File: src/rtl/load_store_unit_if.sv
// Bundle of core request/response and data-memory strobe signals for load_store_unit.
// Ports: master = core + memory side (drives req_*, mem_read_data); slave = the LSU.
interface load_store_unit_if #(
    parameter int DATA_WIDTH    = 32,
    parameter int ADDRESS_WIDTH = 32
);
    logic                     req_valid;
    logic                     req_ready;
    logic                     req_write;
    logic                     req_byte;
    logic                     req_signed;
    logic [ADDRESS_WIDTH-1:0] req_addr;
    logic [DATA_WIDTH-1:0]    req_wdata;
    logic                     resp_valid;
    logic [DATA_WIDTH-1:0]    resp_rdata;
    logic                     resp_error;
    logic [ADDRESS_WIDTH-1:0] mem_address;
    logic [DATA_WIDTH-1:0]    mem_write_data;
    logic                     mem_we;
    logic                     mem_re;
    logic                     mem_be;
    logic [DATA_WIDTH-1:0]    mem_read_data;

    modport master (
        output req_valid, req_write, req_byte, req_signed,
        output req_addr, req_wdata, mem_read_data,
        input  req_ready, resp_valid, resp_rdata, resp_error,
        input  mem_address, mem_write_data, mem_we, mem_re, mem_be
    );

    modport slave (
        input  req_valid, req_write, req_byte, req_signed,
        input  req_addr, req_wdata, mem_read_data,
        output req_ready, resp_valid, resp_rdata, resp_error,
        output mem_address, mem_write_data, mem_we, mem_re, mem_be
    );
endinterface

File: src/rtl/load_store_unit.sv
// Load/store front end for data_memory: one request at a time, alignment/range
// check, memory strobes, byte load extension. Ports: clk, rst (async active-low),
// bus (load_store_unit_if.slave). Optional LSU_STATS_EN adds stat_loads/stores/errors.
module load_store_unit #(
    parameter int DATA_WIDTH    = 32,
    parameter int ADDRESS_WIDTH = 32,
    parameter int MEM_SIZE      = 1024
) (
    input  logic                   clk,
    input  logic                   rst,
`ifdef LSU_STATS_EN
    output logic [15:0]            stat_loads,
    output logic [15:0]            stat_stores,
    output logic [15:0]            stat_errors,
`endif
    load_store_unit_if.slave       bus
);
    typedef enum logic [1:0] {
        S_IDLE,
        S_ACCESS,
        S_CAPTURE,
        S_RESP
    } state_t;

    localparam logic [ADDRESS_WIDTH-1:0] LP_WLIM = ADDRESS_WIDTH'(MEM_SIZE - 4);
    localparam logic [ADDRESS_WIDTH-1:0] LP_BLIM = ADDRESS_WIDTH'(MEM_SIZE - 1);

    state_t r_state;
    logic   r_write;
    logic   r_byte;
    logic   r_signed;

    logic                  w_fail;
    logic [DATA_WIDTH-1:0] w_wdata;
    logic [DATA_WIDTH-1:0] w_load;

    always_comb begin
        w_fail = 1'b0;
        if (bus.req_byte) begin
            w_fail = bus.req_addr > LP_BLIM;
        end else begin
            w_fail = (bus.req_addr[1:0] != 2'b00) || (bus.req_addr > LP_WLIM);
        end
    end

    assign w_wdata = bus.req_byte
        ? {{(DATA_WIDTH-8){1'b0}}, bus.req_wdata[7:0]}
        : bus.req_wdata;

    // Byte loads keep only the low byte; upper bits come from the extension.
    always_comb begin
        w_load = bus.mem_read_data;
        if (r_byte) begin
            w_load = {{(DATA_WIDTH-8){r_signed & bus.mem_read_data[7]}},
                      bus.mem_read_data[7:0]};
        end
    end

    always_ff @(posedge clk or negedge rst) begin
        if (!rst) begin
            r_state            <= S_IDLE;
            r_write            <= 1'b0;
            r_byte             <= 1'b0;
            r_signed           <= 1'b0;
            bus.req_ready      <= 1'b1;
            bus.resp_valid     <= 1'b0;
            bus.resp_error     <= 1'b0;
            bus.resp_rdata     <= '0;
            bus.mem_address    <= '0;
            bus.mem_write_data <= '0;
            bus.mem_we         <= 1'b0;
            bus.mem_re         <= 1'b0;
            bus.mem_be         <= 1'b0;
        end else begin
            unique case (r_state)
                S_IDLE: begin
                    if (bus.req_valid) begin
                        r_write       <= bus.req_write;
                        r_byte        <= bus.req_byte;
                        r_signed      <= bus.req_signed;
                        bus.req_ready <= 1'b0;
                        if (w_fail) begin
                            r_state        <= S_RESP;
                            bus.resp_valid <= 1'b1;
                            bus.resp_error <= 1'b1;
                        end else begin
                            r_state            <= S_ACCESS;
                            bus.mem_address    <= bus.req_addr;
                            bus.mem_be         <= bus.req_byte;
                            bus.mem_we         <= bus.req_write;
                            bus.mem_re         <= ~bus.req_write;
                            bus.mem_write_data <= bus.req_write ? w_wdata : '0;
                        end
                    end
                end
                S_ACCESS: begin
                    if (r_write) begin
                        r_state            <= S_RESP;
                        bus.resp_valid     <= 1'b1;
                        bus.mem_address    <= '0;
                        bus.mem_write_data <= '0;
                        bus.mem_we         <= 1'b0;
                        bus.mem_be         <= 1'b0;
                    end else begin
                        r_state <= S_CAPTURE;
                    end
                end
                S_CAPTURE: begin
                    r_state         <= S_RESP;
                    bus.resp_valid  <= 1'b1;
                    bus.resp_rdata  <= w_load;
                    bus.mem_address <= '0;
                    bus.mem_re      <= 1'b0;
                    bus.mem_be      <= 1'b0;
                end
                S_RESP: begin
                    r_state        <= S_IDLE;
                    bus.req_ready  <= 1'b1;
                    bus.resp_valid <= 1'b0;
                    bus.resp_error <= 1'b0;
                    bus.resp_rdata <= '0;
                end
                default: r_state <= S_IDLE;
            endcase
        end
    end

`ifdef LSU_STATS_EN
    always_ff @(posedge clk or negedge rst) begin
        if (!rst) begin
            stat_loads  <= '0;
            stat_stores <= '0;
            stat_errors <= '0;
        end else if (r_state == S_RESP) begin
            if (bus.resp_error) begin
                if (stat_errors != 16'hFFFF) stat_errors <= stat_errors + 16'd1;
            end else if (r_write) begin
                if (stat_stores != 16'hFFFF) stat_stores <= stat_stores + 16'd1;
            end else begin
                if (stat_loads != 16'hFFFF) stat_loads <= stat_loads + 16'd1;
            end
        end
    end
`endif
endmodule

File: src/flat_wrapper.sv
// flat-port wrapper written by rule: the top's interface ports become plain ports
module load_store_unit_flat 
#(
    parameter int DATA_WIDTH    = 32,
    parameter int ADDRESS_WIDTH = 32,
    parameter int MEM_SIZE      = 1024
)
  (clk, rst, bus_req_valid, bus_req_write, bus_req_byte, bus_req_signed, bus_req_addr, bus_req_wdata, bus_mem_read_data, bus_req_ready, bus_resp_valid, bus_resp_rdata, bus_resp_error, bus_mem_address, bus_mem_write_data, bus_mem_we, bus_mem_re, bus_mem_be);
  load_store_unit_if #(.DATA_WIDTH(DATA_WIDTH), .ADDRESS_WIDTH(ADDRESS_WIDTH)) bus_i ();
  input  logic clk;
  input  logic rst;
  input wire logic [$bits(bus_i.req_valid)-1:0] bus_req_valid;
  input wire logic [$bits(bus_i.req_write)-1:0] bus_req_write;
  input wire logic [$bits(bus_i.req_byte)-1:0] bus_req_byte;
  input wire logic [$bits(bus_i.req_signed)-1:0] bus_req_signed;
  input wire logic [$bits(bus_i.req_addr)-1:0] bus_req_addr;
  input wire logic [$bits(bus_i.req_wdata)-1:0] bus_req_wdata;
  input wire logic [$bits(bus_i.mem_read_data)-1:0] bus_mem_read_data;
  output wire logic [$bits(bus_i.req_ready)-1:0] bus_req_ready;
  output wire logic [$bits(bus_i.resp_valid)-1:0] bus_resp_valid;
  output wire logic [$bits(bus_i.resp_rdata)-1:0] bus_resp_rdata;
  output wire logic [$bits(bus_i.resp_error)-1:0] bus_resp_error;
  output wire logic [$bits(bus_i.mem_address)-1:0] bus_mem_address;
  output wire logic [$bits(bus_i.mem_write_data)-1:0] bus_mem_write_data;
  output wire logic [$bits(bus_i.mem_we)-1:0] bus_mem_we;
  output wire logic [$bits(bus_i.mem_re)-1:0] bus_mem_re;
  output wire logic [$bits(bus_i.mem_be)-1:0] bus_mem_be;
  assign bus_i.req_valid = bus_req_valid;
  assign bus_i.req_write = bus_req_write;
  assign bus_i.req_byte = bus_req_byte;
  assign bus_i.req_signed = bus_req_signed;
  assign bus_i.req_addr = bus_req_addr;
  assign bus_i.req_wdata = bus_req_wdata;
  assign bus_i.mem_read_data = bus_mem_read_data;
  assign bus_req_ready = bus_i.req_ready;
  assign bus_resp_valid = bus_i.resp_valid;
  assign bus_resp_rdata = bus_i.resp_rdata;
  assign bus_resp_error = bus_i.resp_error;
  assign bus_mem_address = bus_i.mem_address;
  assign bus_mem_write_data = bus_i.mem_write_data;
  assign bus_mem_we = bus_i.mem_we;
  assign bus_mem_re = bus_i.mem_re;
  assign bus_mem_be = bus_i.mem_be;
  load_store_unit #(.DATA_WIDTH(DATA_WIDTH), .ADDRESS_WIDTH(ADDRESS_WIDTH), .MEM_SIZE(MEM_SIZE)) u_core (.clk(clk), .rst(rst), .bus(bus_i));
endmodule
File: config.mk
export PLATFORM = sky130hd
export DESIGN_NAME = load_store_unit_flat
export DESIGN_NICKNAME = d
export VERILOG_FILES = /design/src/rtl/load_store_unit_if.sv /design/src/rtl/load_store_unit.sv /design/src/flat_wrapper.sv
export SDC_FILE = /design/constraint.sdc
export NUM_CORES = 1
export LEC_CHECK = 0
export CAP_MARGIN = 20
export CORE_MARGIN = 8
export CORE_UTILIZATION = 47
export DETAILED_ROUTE_END_ITERATION = 6
export PLACE_DENSITY = 0.86
export SLEW_MARGIN = 15
export SYNTH_ARGS = -nofsm -noshare
export SYNTH_HDL_FRONTEND = slang
export SYNTH_SLANG_ARGS = --single-unit
File: constraint.sdc
create_clock -name clk -period 6.7 [get_ports clk]
set_clock_uncertainty 0.2 [all_clocks]
set_input_delay 1.34 -clock clk [delete_from_list [all_inputs] [get_ports clk]]
set_output_delay 1.34 -clock clk [all_outputs]
set_load 0.005 [all_outputs]
==> Flow_metrics.wiki, run 1 <==
{| class="wikitable"
! Metric !! Value
|-
| Result of the run || finished clean
|-
| Total iterations of the first detailed-routing run || 5
|-
| Die Outline Area || 0.0143 mm²
|-
| Area used by multi-input combinational logic || 0.00216 mm²
|-
| Total clock sinks || 107
|-
| CTS H-tree depth || 3
|-
| Layout net count || 803
|-
| Clock input transition at the sequential cells of the worst setup and hold paths || 100 ps
|-
| Pwr Density || 383 mW/mm²
|-
| Combinational share of power || 49.0%
|-
| Flip-flop cell with the highest count after synthesis || sky130_fd_sc_hd__dfrtp_1
|-
| Core Footprint || 0.0107 mm²
|-
| Critical path data required time || 6740 ps
|-
| Critical setup path kind || in -> reg
|-
| HPWL Detailed || 11700 µm
|-
| Final slew viol count || 0
|-
| Drt drc || 0
|-
| Chip Width || 120 µm
|-
| Clock network power share || 14.6%
|-
| Area occupied by registers || 0.00268 mm²
|-
| Most frequent cells in the layout || sky130_fd_sc_hd__clkdlybuf4s50_1, sky130_fd_sc_hd__dfrtp_1, sky130_fd_sc_hd__nand2_1
|-
| Cell area after synthesis || 0.00506 mm²
|-
| Worst-case vdd ir drop || 216 µV
|-
| Classification of the worst-slack hold path || reg -> reg
|-
| Sequential element share of the synthesized area || 53.0%
|-
| Crit-path cells || clkdlybuf4s50_1 > o21bai_1 > nand4_2 > buf_4 > or3_1 > a32o_1
|-
| Number of instances resized during post-cts repair || 0
|-
| Number of library cell types mapped by synthesis || 35
|-
| Global-route wire length before repair || 26000 µm
|-
| Number of diodes added for antenna fixing || 0
|-
| Final hold vios || 0
|-
| Number of nets produced by synthesis || 629
|-
| Origin of the critical flop-to-flop path || u_core.r_state[1]
|-
| Cts-stage hold buffer count || 0
|-
| Endpoint of the worst hold-timing path || u_core.bus.resp_rdata[17]
|-
| Hold path depth || 2
|-
| Layout fillers || 840
|-
| Number of synthesized register bits || 107
|-
| Number of top-level design ports || 204
|-
| DP Cell Count || 826
|-
| Maximum number of pins on one net before global-route repair || 87
|-
| Switching power total || 0.00111 W
|-
| Final clock period utilization by the worst path || 59.2%
|-
| Total Routed Length || 16000 µm
|-
| Critical hold path startpoint || u_core.bus.resp_rdata[17]
|-
| Average instance area after synthesis || 9.67 µm²
|-
| Number of global-route vias before repair || 4913
|-
| Routed wire per std cell || 19.0 µm
|-
| Starting density of the core || 47.5%
|-
| Post-detailed-route count of antenna-violating nets || 0
|-
| Global routing usage summed across all routing layers || 22.2%
|-
| Iteration-0 DRC count of the detailed router || 349
|-
| Worst path bufs/invs || 2
|-
| # Post-CTS Setup Buffers || 0
|-
| Synth Instances || 523
|-
| Max Cap Viol || 0
|-
| Internal power contribution || 0.00171 W
|-
| CTS tree || built
|-
| Final setup viols || 0
|-
| Initial antenna violation count || 0
|-
| Die Y-Extent || 120 µm
|-
| Routability Congestion || 0.805
|-
| Final-layout setup total negative slack || 0 ps
|-
| Area added between synthesis and finish || 45.6%
|-
| Bufs on Longest Clock Path || 2
|-
| CP Data Arrival Time || 4010 ps
|-
| Unrepaired setup endpoints after global routing || no
|-
| Switch share || 39.3%
|-
| Buffers on Ports || 203
|-
| Remaining max-slew budget at the tightest pin || 29.5%
|-
| Yosys synthesis warning count || 0
|-
| Max Freq || 0.252 GHz
|-
| Setup slack at placement || 2400 ps
|-
| Number of cell instances on the worst register-to-register path || 7
|-
| Share of final-layout standard cells stronger than drive strength 1 || 5.84%
|-
| Kind of cell adding the most delay to the critical path || simple AND/OR/NAND/NOR gates
|-
| Crit path max-delay cell type || sky130_fd_sc_hd__clkdlybuf4s50_1
|-
| Power Total || 0.00282 W
|-
| Buffer type at the clock tree root || sky130_fd_sc_hd__clkbuf_8
|-
| Final worst setup slack || 2740 ps
|-
| Endpoint class of the critical path || register
|-
| Proportion of synthesized flip-flops having asynchronous set or reset || 100%
|-
| Total number of vias || 4817
|-
| Sequential share of power || 36.3%
|-
| Worst reg-to-reg setup slack || 3470 ps
|-
| Standard-cell row count || 38
|-
| Slowest cell delay on critical path || 570 ps
|-
| Clock period minus worst slack || 3960 ps
|-
| Via density per instance || 5.72
|-
| Most common cell after layout, fill and taps aside || sky130_fd_sc_hd__clkdlybuf4s50_1
|-
| Number of flops mapped to enable cells by yosys || 0
|-
| Maximum fanout encountered on the critical timing path || 27
|-
| Reg-to-reg endpoint || u_core.bus.mem_write_data[31]
|-
| Post-route non-filler standard cell count || 842
|-
| Crit path launch type || input pin
|-
| Reported leakage power || 3.01 nW
|-
| Worst-margin pin slew || 1060 ps
|-
| CTS Buf Count || 9
|-
| Clock Latency Late Sink || 360 ps
|-
| Global route total overflow || 0
|}
-- how the worst max path moves through the flow --
stage | from | endpoint | cells after the start
final | bus_req_byte | u_core.bus.mem_write_data[1] | 6
after CTS | bus_req_addr[1] | u_core.bus.mem_write_data[6] | 6
after detailed placement | bus_req_byte | u_core.bus.mem_write_data[6] | 6
after global placement | bus_req_addr[0] | u_core.bus.mem_write_data[3] | 6
after floorplan | bus_req_addr[31] | u_core.bus.mem_address[4] | 6
after global routing | bus_req_addr[1] | u_core.bus.mem_write_data[3] | 6
-- cell families after synthesis --
logic type | count (synthesis) | share of synthesized area [%]
buf+inv | 55 | 4.40
mux | 13 | 2.67
compound gates | 113 | 15.8
simple gates | 231 | 23.2
flops | 107 | 53.0
fa+ha+maj | 4 | 0.989
-- layout make-up --
cell class | instances | area share [%]
Sequential cell | 107 | 36.4
Timing Repair Buffer | 213 | 28.7
Inverter | 5 | 0.255
Tap cell | 140 | 2.38
Clock buffer | 11 | 2.06
Multi-Input combinational cell | 361 | 29.4
Clock inverter | 5 | 0.833
-- tightest hold or removal path, stage by stage (launching register included) --
cell and delay [ps]:
sky130_fd_sc_hd__dfrtp_1 350, sky130_fd_sc_hd__nand2_1 40, sky130_fd_sc_hd__o21ai_0 60
-- power by group through the flow --
| stage | logic, W | clock network [W] | registers [W] |
|---|---|---|---|
| finish | 0.00138 | 0.000412 | 0.00102 |
| global route | 0.00152 | 0.000450 | 0.00106 |
| CTS | 0.00139 | 0.000422 | 0.00102 |
| detailed placement | 0.00139 | 0 | 0.00103 |
| global placement | 0.00132 | 0 | 0.00102 |
| floorplan | 0.000735 | 0 | 0.00101 |
-- per-layer routing --
layer	share of wire, %	track usage, %
met5	0	0
met4	4.1	11.2
met3	6.1	4.37
met2	49	36.3
met1	41	27.6
-- per-stage QoR --
step | hold WS (ps) | util [%] | cell area [µm²]
final | 291 | 69.1 | 7360
after global routing | 313 | 69.1 | 7360
after CTS | 296 | 69.1 | 7360
after detailed placement | 272 | 67.1 | 7150
after global placement | 263 | 67.0 | 7130
after floorplan | 273 | - | 5060
-- state kept, by name, indices dropped and copies added (netlist names), 2 cells and up --
register	count
u_core.bus.mem_write_data	32
u_core.r_state	2
u_core.bus.resp_rdata	32
u_core.bus.mem_address	32
-- synthesized netlist by cell type (4+ instances only) --
| library cell | n | area share (%) |
|---|---|---|
| sky130_fd_sc_hd__o2bb2ai_1 | 24 | 4.2 |
| sky130_fd_sc_hd__buf_1 | 6 | 0.45 |
| sky130_fd_sc_hd__nand2b_1 | 13 | 1.6 |
| sky130_fd_sc_hd__or4_1 | 12 | 1.8 |
| sky130_fd_sc_hd__nand4_1 | 25 | 3.1 |
| sky130_fd_sc_hd__dfrtp_1 | 106 | 52 |
| sky130_fd_sc_hd__a32o_1 | 8 | 1.6 |
| sky130_fd_sc_hd__mux2_2 | 4 | 0.89 |
| sky130_fd_sc_hd__nor4_1 | 14 | 1.7 |
| sky130_fd_sc_hd__nand3_1 | 37 | 3.7 |
| sky130_fd_sc_hd__o211ai_1 | 34 | 5.0 |
| sky130_fd_sc_hd__ha_1 | 4 | 0.99 |
| sky130_fd_sc_hd__clkbuf_1 | 31 | 2.3 |
| sky130_fd_sc_hd__nand2_1 | 77 | 5.7 |
| sky130_fd_sc_hd__a21oi_1 | 14 | 1.4 |
| sky130_fd_sc_hd__inv_1 | 4 | 0.30 |
| sky130_fd_sc_hd__o21ai_0 | 28 | 2.8 |
| sky130_fd_sc_hd__nor2_1 | 41 | 3.0 |
| sky130_fd_sc_hd__mux2i_1 | 9 | 1.8 |
| sky130_fd_sc_hd__buf_2 | 13 | 1.3 |
Note: power is estimated with default switching activity, not from simulation.
==> run 2, diff against run 1 <==
- CORE_UTILIZATION: 47 -> 44
- PLACE_DENSITY: 0.86 -> 0.81
- clock period: 6.7 -> 3.75 ns (I/O delays scaled with it)
==> run 2 against run 1 <==
Net effect:
- cell count is 1.1% higher
- first-iteration DRC count is 19% higher
- die area increased by 5.9%
- power is 88% higher
- clock-buffer cell count decreased by 1
- critical path depth stayed put
- setup slack got worse by 2000 ps
- final area up 2.0%
- sequential power grew 80%
- via count down 0.42%
- non-clock buffer count increased by 6
- largest cell class unchanged
- largest power group unchanged
- highest routed layer unchanged
==> Flow_metrics.wiki, run 2 (synthesis results as in run 1) <==
{| class="wikitable"
! Metric !! Value
|-
| Post-route non-filler standard cell count || 851 (+1.1%)
|-
| CTS Buf Count || 9 (unchanged)
|-
| HPWL Detailed || 12000 µm (+2.7%)
|-
| Worst-case vdd ir drop || 328 µV (+52%)
|-
| Number of global-route vias before repair || 4933 (+0.41%)
|-
| Number of instances resized during post-cts repair || 0 (unchanged)
|-
| Global-route wire length before repair || 25600 µm (-1.5%)
|-
| Pwr Density || 705 mW/mm² (+84%)
|-
| Max Cap Viol || 0 (unchanged)
|-
| Total Routed Length || 16300 µm (+2.2%)
|-
| Total iterations of the first detailed-routing run || 5 (unchanged)
|-
| Clock Latency Late Sink || 350 ps (about the same)
|-
| Starting density of the core || 44.7% (-2.8 points)
|-
| Bufs on Longest Clock Path || 2 (unchanged)
|-
| Area added between synthesis and finish || 48.5%
|-
| Number of diodes added for antenna fixing || 0 (unchanged)
|-
| CP Data Arrival Time || 3010 ps (-1000 ps)
|-
| Critical path data required time || 3780 ps (-2960 ps)
|-
| Routability Congestion || 0.830 (+3.0%)
|-
| Share of final-layout standard cells stronger than drive strength 1 || 6.64% (+0.80 points)
|-
| Cell area after placement || 0.00720 mm² (+0.75%)
|-
| Crit path launch type || input pin
|-
| Final slew viol count || 0 (unchanged)
|-
| Global route total overflow || 0 (unchanged)
|-
| Unrepaired setup endpoints after global routing || no
|-
| Critical setup path kind || in -> reg
|-
| Result of the run || finished clean
|-
| Maximum number of pins on one net before global-route repair || 56 (-36%)
|-
| Largest regs || u_core.bus.mem_address: 32 flops, u_core.bus.mem_write_data: 32 flops, u_core.bus.resp_rdata: 32 flops
|-
| CTS tree || built
|-
| Final worst setup slack || 767 ps (-1970 ps)
|-
| Final setup viols || 0 (unchanged)
|-
| Cts-stage hold buffer count || 0 (unchanged)
|-
| Buffer type at the clock tree root || sky130_fd_sc_hd__clkbuf_16
|-
| Worst reg-to-reg setup slack || 1110 ps (-2360 ps)
|-
| Initial antenna violation count || 0 (unchanged)
|-
| Number of cell instances on the worst register-to-register path || 7 (unchanged)
|-
| Die Outline Area || 0.0152 mm² (+5.9%)
|-
| Iteration-0 DRC count of the detailed router || 416 (+19%)
|-
| Core Footprint || 0.0113 mm² (+6.3%)
|-
| Standard-cell row count || 39 (+2.6%)
|-
| Total number of vias || 4797 (-0.42%)
|-
| Final clock period utilization by the worst path || 79.5%
|-
| Buffers on Ports || 203 (unchanged)
|-
| Clock period minus worst slack || 2980 ps
|-
| Post-detailed-route count of antenna-violating nets || 0 (unchanged)
|-
| Crit path max-delay cell type || sky130_fd_sc_hd__or3_1
|-
| Most common cell after layout, fill and taps aside || sky130_fd_sc_hd__clkdlybuf4s50_1
|-
| Via density per instance || 5.64 (-1.5%)
|-
| Routed wire per std cell || 19.2 µm (+1.1%)
|-
| Global routing usage summed across all routing layers || 21.1% (-1.1 points)
|-
| Number of top-level design ports || 204 (unchanged)
|-
| Crit-path cells || clkdlybuf4s50_1 > nor4_1 > nand4_1 > buf_4 > or3_1 > a32o_1
|-
| Layout net count || 809 (+0.75%)
|-
| Worst-margin pin slew || 993 ps (-65.0 ps)
|-
| Remaining max-slew budget at the tightest pin || 33.8% (+4.3 points)
|-
| Chip Width || 123 µm (+2.9%)
|-
| Final hold vios || 0 (unchanged)
|-
| Endpoint class of the critical path || register
|-
| Reported leakage power || 3.09 nW (+2.6%)
|-
| Total clock sinks || 107 (unchanged)
|-
| Most frequent cells in the layout || sky130_fd_sc_hd__clkdlybuf4s50_1, sky130_fd_sc_hd__dfrtp_1, sky130_fd_sc_hd__nand2_1
|-
| Slowest cell delay on critical path || 520 ps (-50 ps)
|-
| # Post-CTS Setup Buffers || 0 (unchanged)
|-
| Final-layout setup total negative slack || 0 ps (unchanged)
|-
| Classification of the worst-slack hold path || in -> async
|-
| Maximum fanout encountered on the critical timing path || 23 (-15%)
|-
| Post-route cell area || 0.00751 mm² (+2.0%)
|-
| Max Freq || 0.335 GHz
|-
| CTS H-tree depth || 3 (unchanged)
|-
| Core utilization of the finished layout || 66.4% (-2.8 points)
|-
| Clock input transition at the sequential cells of the worst setup and hold paths || 70 ps (-30 ps)
|-
| Die Y-Extent || 123 µm (+2.9%)
|-
| DP Cell Count || 835 (+1.1%)
|-
| Setup slack at placement || 422 ps (-1980 ps)
|-
| Drt drc || 0 (unchanged)
|}
run 2: cell types whose count changed in the layout (fill, tap and decap cells not counted), sizes merged:
cell / change
buf: +6
clkbuf: -1
clkinv: +1
clkinvlp: -2
inv: +2
run 2: path summary, 6_finish.rpt:
kind / startpoint / endpoint
setup / recovery: bus_req_addr[28] / u_core.bus.mem_write_data[0]
hold / removal: rst / u_core.bus.mem_address[30]
min in group clk: u_core.bus.resp_rdata[22] / u_core.bus.resp_rdata[22]
setup reg to reg: u_core.r_state[1] / u_core.bus.mem_address[25]
max in group asynchronous: rst / u_core.bus.mem_address[28]
hold reg to reg: u_core.bus.resp_rdata[22] / u_core.bus.resp_rdata[22]
run 2: critical path: cells and delay by family:
family          cells  cell delay, ps
buf+inv             2             750
compound gates      1             300
simple gates        3            1200
run 2: per-layer routing:
layer	share of wire, %	up-vias	global-route usage [%]
met5	0	-	0
met2	52	185	36.0
met4	2.6	0	8.65
met3	6.4	26	3.84
li1	-	2264	-
met1	39	2322	26.0
run 2: cell type report:
cell class | count | area (µm²)
clock buffers | 10 | 239
flip-flops and latches | 107 | 2680
clock inverters | 6 | 72.6
multi-input cells | 361 | 2160
inverters | 5 | 18.8
well taps | 143 | 179
fillers | 921 | 3810
repair buffers | 219 | 2160
run 2: per-stage QoR:
step / power (W) / hold slack, ps
after CTS: 0.00534 / 273
after floorplan: 0.00311 / 254
after global placement: 0.00424 / 264
after detailed placement: 0.00434 / 272
final: 0.00530 / 243
after global routing: 0.00567 / 306
run 2: power breakdown:
group / switching, W / internal, W / total [W]
Sequential: 0.000295 / 0.00154 / 0.00184
Combinational: 0.00129 / 0.00119 / 0.00247
Clock: 0.000445 / 0.000544 / 0.000989
Total: 0.00203 / 0.00327 / 0.00530
==> run 3, diff against run 2 <==
- clock period: 3.75 -> 3.02 ns (I/O delays scaled with it)
==> run 3 against run 2 <==
Net effect:
- final area rose by 0.57%
- die area is the same
- setup slack got worse by 520 ps
- register-to-register slack worse by 540 ps
- power up 23%
- wire length decreased by 0.29%
- worst hold slack got worse by 150 ps
- sequential share of layout area down 0.20 points
- sequential power increased by 21%
- core utilization grew 0.38 points
==> Flow_metrics.wiki, run 3 (synthesis results as in run 1) <==
{| class="wikitable"
! Metric !! Value
|-
| Chip Width || 123 µm (unchanged)
|-
| Maximum number of pins on one net before global-route repair || 53 (-5.4%)
|-
| Global-route wire length before repair || 25300 µm (-1.3%)
|-
| Crit-path cells || clkdlybuf4s50_1 > nor4_1 > nand4_1 > or3_1 > a32o_1
|-
| Standard-cell row count || 39 (unchanged)
|-
| CP startpoint || bus_req_addr[28]
|-
| Number of diodes added for antenna fixing || 0 (unchanged)
|-
| Largest regs || u_core.bus.mem_address: 32 flops, u_core.bus.mem_write_data: 32 flops, u_core.bus.resp_rdata: 32 flops
|-
| Routability Congestion || 0.814 (-1.9%)
|-
| GR met2 Demand/Resource || 35.6% (-0.41 points)
|-
| Worst path bufs/invs || 1 (-1)
|-
| Total Routed Length || 16300 µm (-0.29%)
|-
| Global route total overflow || 0 (unchanged)
|-
| Reg-to-reg endpoint || u_core.bus.mem_address[30]
|-
| Starting density of the core || 44.7% (unchanged)
|-
| Clock period minus worst slack || 2780 ps
|-
| Critical setup path kind || in -> reg
|-
| Die Outline Area || 0.0152 mm² (unchanged)
|-
| Max Cap Viol || 0 (unchanged)
|-
| CTS tree || built
|-
| Most common cell after layout, fill and taps aside || sky130_fd_sc_hd__clkdlybuf4s50_1
|-
| Most frequent cells in the layout || sky130_fd_sc_hd__clkdlybuf4s50_1, sky130_fd_sc_hd__dfrtp_1, sky130_fd_sc_hd__nand2_1
|-
| Number of cell instances on the worst register-to-register path || 7 (unchanged)
|-
| Clock Latency Late Sink || 340 ps (about the same)
|-
| Crit path launch type || input pin
|-
| Remaining max-slew budget at the tightest pin || 30.3% (-3.5 points)
|-
| Total clock sinks || 107 (unchanged)
|-
| Maximum fanout encountered on the critical timing path || 8 (-65%)
|-
| Final slew viol count || 0 (unchanged)
|-
| Clock input transition at the sequential cells of the worst setup and hold paths || 70 ps (about the same)
|-
| CP Depth || 5 (-1)
|-
| Core Footprint || 0.0113 mm² (unchanged)
|-
| Buffer type at the clock tree root || sky130_fd_sc_hd__clkbuf_16
|-
| Layout net count || 815 (+0.74%)
|-
| Buffers on Ports || 203 (unchanged)
|-
| Iteration-0 DRC count of the detailed router || 376 (-9.6%)
|-
| Origin of the critical flop-to-flop path || u_core.r_state[1]
|-
| Worst-margin pin slew || 1040 ps (+52.2 ps)
|-
| Post-detailed-route count of antenna-violating nets || 0 (unchanged)
|-
| Final-layout setup total negative slack || 0 ps (unchanged)
|-
| Pwr Density || 865 mW/mm² (+23%)
|-
| Met1 usage || 25.5% (-0.46 points)
|-
| Total number of vias || 4821 (+0.50%)
|-
| Classification of the worst-slack hold path || in -> async
|-
| Area added between synthesis and finish || 49.3%
|-
| Routed wire per std cell || 19.0 µm (-0.99%)
|-
| Drt drc || 0 (unchanged)
|-
| DP Cell Count || 841 (+0.72%)
|-
| Worst reg-to-reg setup slack || 570 ps (-540 ps)
|-
| Via density per instance || 5.63 (-0.20%)
|-
| Unrepaired setup endpoints after global routing || no
|-
| Number of instances resized during post-cts repair || 0 (unchanged)
|-
| Die Y-Extent || 123 µm (unchanged)
|-
| Layout fillers || 884 (-4.0%)
|-
| Crit path max-delay cell type || sky130_fd_sc_hd__or3_1
|-
| HPWL Detailed || 12000 µm (+0.34%)
|-
| CP Data Arrival Time || 2800 ps (-210 ps)
|-
| Final clock period utilization by the worst path || 91.9%
|-
| CTS Buf Count || 9 (unchanged)
|-
| Number of top-level design ports || 204 (unchanged)
|-
| Bufs on Longest Clock Path || 2 (unchanged)
|-
| Share of final-layout standard cells stronger than drive strength 1 || 7.42% (+0.78 points)
|-
| Max Freq || 0.360 GHz
|-
| Final hold vios || 0 (unchanged)
|-
| Critical Path Sink || u_core.bus.mem_write_data[4]
|-
| # Post-CTS Setup Buffers || 0 (unchanged)
|-
| Total iterations of the first detailed-routing run || 5 (unchanged)
|-
| GR Util met3 || 3.97% (+0.14 points)
|-
| Cts-stage hold buffer count || 0 (unchanged)
|-
| Endpoint class of the critical path || register
|-
| Reported leakage power || 3.11 nW (+0.76%)
|-
| CTS H-tree depth || 3 (unchanged)
|-
| Number of global-route vias before repair || 4791 (-2.9%)
|-
| Initial antenna violation count || 0 (unchanged)
|-
| Final setup viols || 0 (unchanged)
|-
| Post-route non-filler standard cell count || 857 (+0.71%)
|-
| Global routing usage summed across all routing layers || 20.8% (-0.30 points)
|-
| Worst-case vdd ir drop || 436 µV (+33%)
|-
| Busiest metal layer after global routing || met2
|-
| Kind of cell adding the most delay to the critical path || simple AND/OR/NAND/NOR gates
|-
| Critical path data required time || 3040 ps (-740 ps)
|-
| Slowest cell delay on critical path || 620 ps (+100 ps)
|-
| Result of the run || finished clean
|}
-- run 3: cell type report --
cell class	instances	area (µm²)	share of cell area [%]
Clock buffer	9	225	2.98
Clock inverter	7	58.8	0.778
Inverter	5	18.8	0.248
Multi-Input combinational cell	361	2160	28.6
Sequential cell	107	2680	35.5
Tap cell	143	179	2.37
Timing Repair Buffer	225	2230	29.5
-- run 3: power by group --
group          switching [W]  leakage, nW  total [W]  internal [W]
combinational        0.00169         1.57    0.00319       0.00151
clock               0.000554        0.138    0.00113      0.000573
sequential          0.000303         1.41    0.00222       0.00191
total                0.00254         3.11    0.00654       0.00399
-- run 3: metal layers --
layer,vias up,routed length (µm)
met5,-,0
met4,0,399
met3,26,1120
met2,180,8390
met1,2341,6380
li1,2274,-
-- run 3: how the worst min path moves through the flow --
stage	slack [ps]	end	cells past startpoint
2_1_floorplan	110	u_core.bus.mem_address[0]	0
3_3_place_gp	260	u_core.bus.resp_rdata[28]	2
3_5_place_dp	270	u_core.bus.resp_rdata[8]	2
4_1_cts	120	u_core.bus.mem_address[18]	1
5_1_grt	140	u_core.bus.mem_address[20]	1
6_report	90	u_core.bus.mem_address[18]	1
-- run 3: per-stage QoR --
stage               util [%]  hold slack (ps)  setup slack (ps)  power, W  area [µm²]
global placement        64.2              262             -51.1   0.00531        7270
finish                  66.7             88.5               244   0.00654        7550
detailed placement      64.2              269             -46.1   0.00544        7270
CTS                     66.7              119               292   0.00659        7550
global route            66.7              145               154   0.00698        7550
floorplan                  -              108               824   0.00386        5060
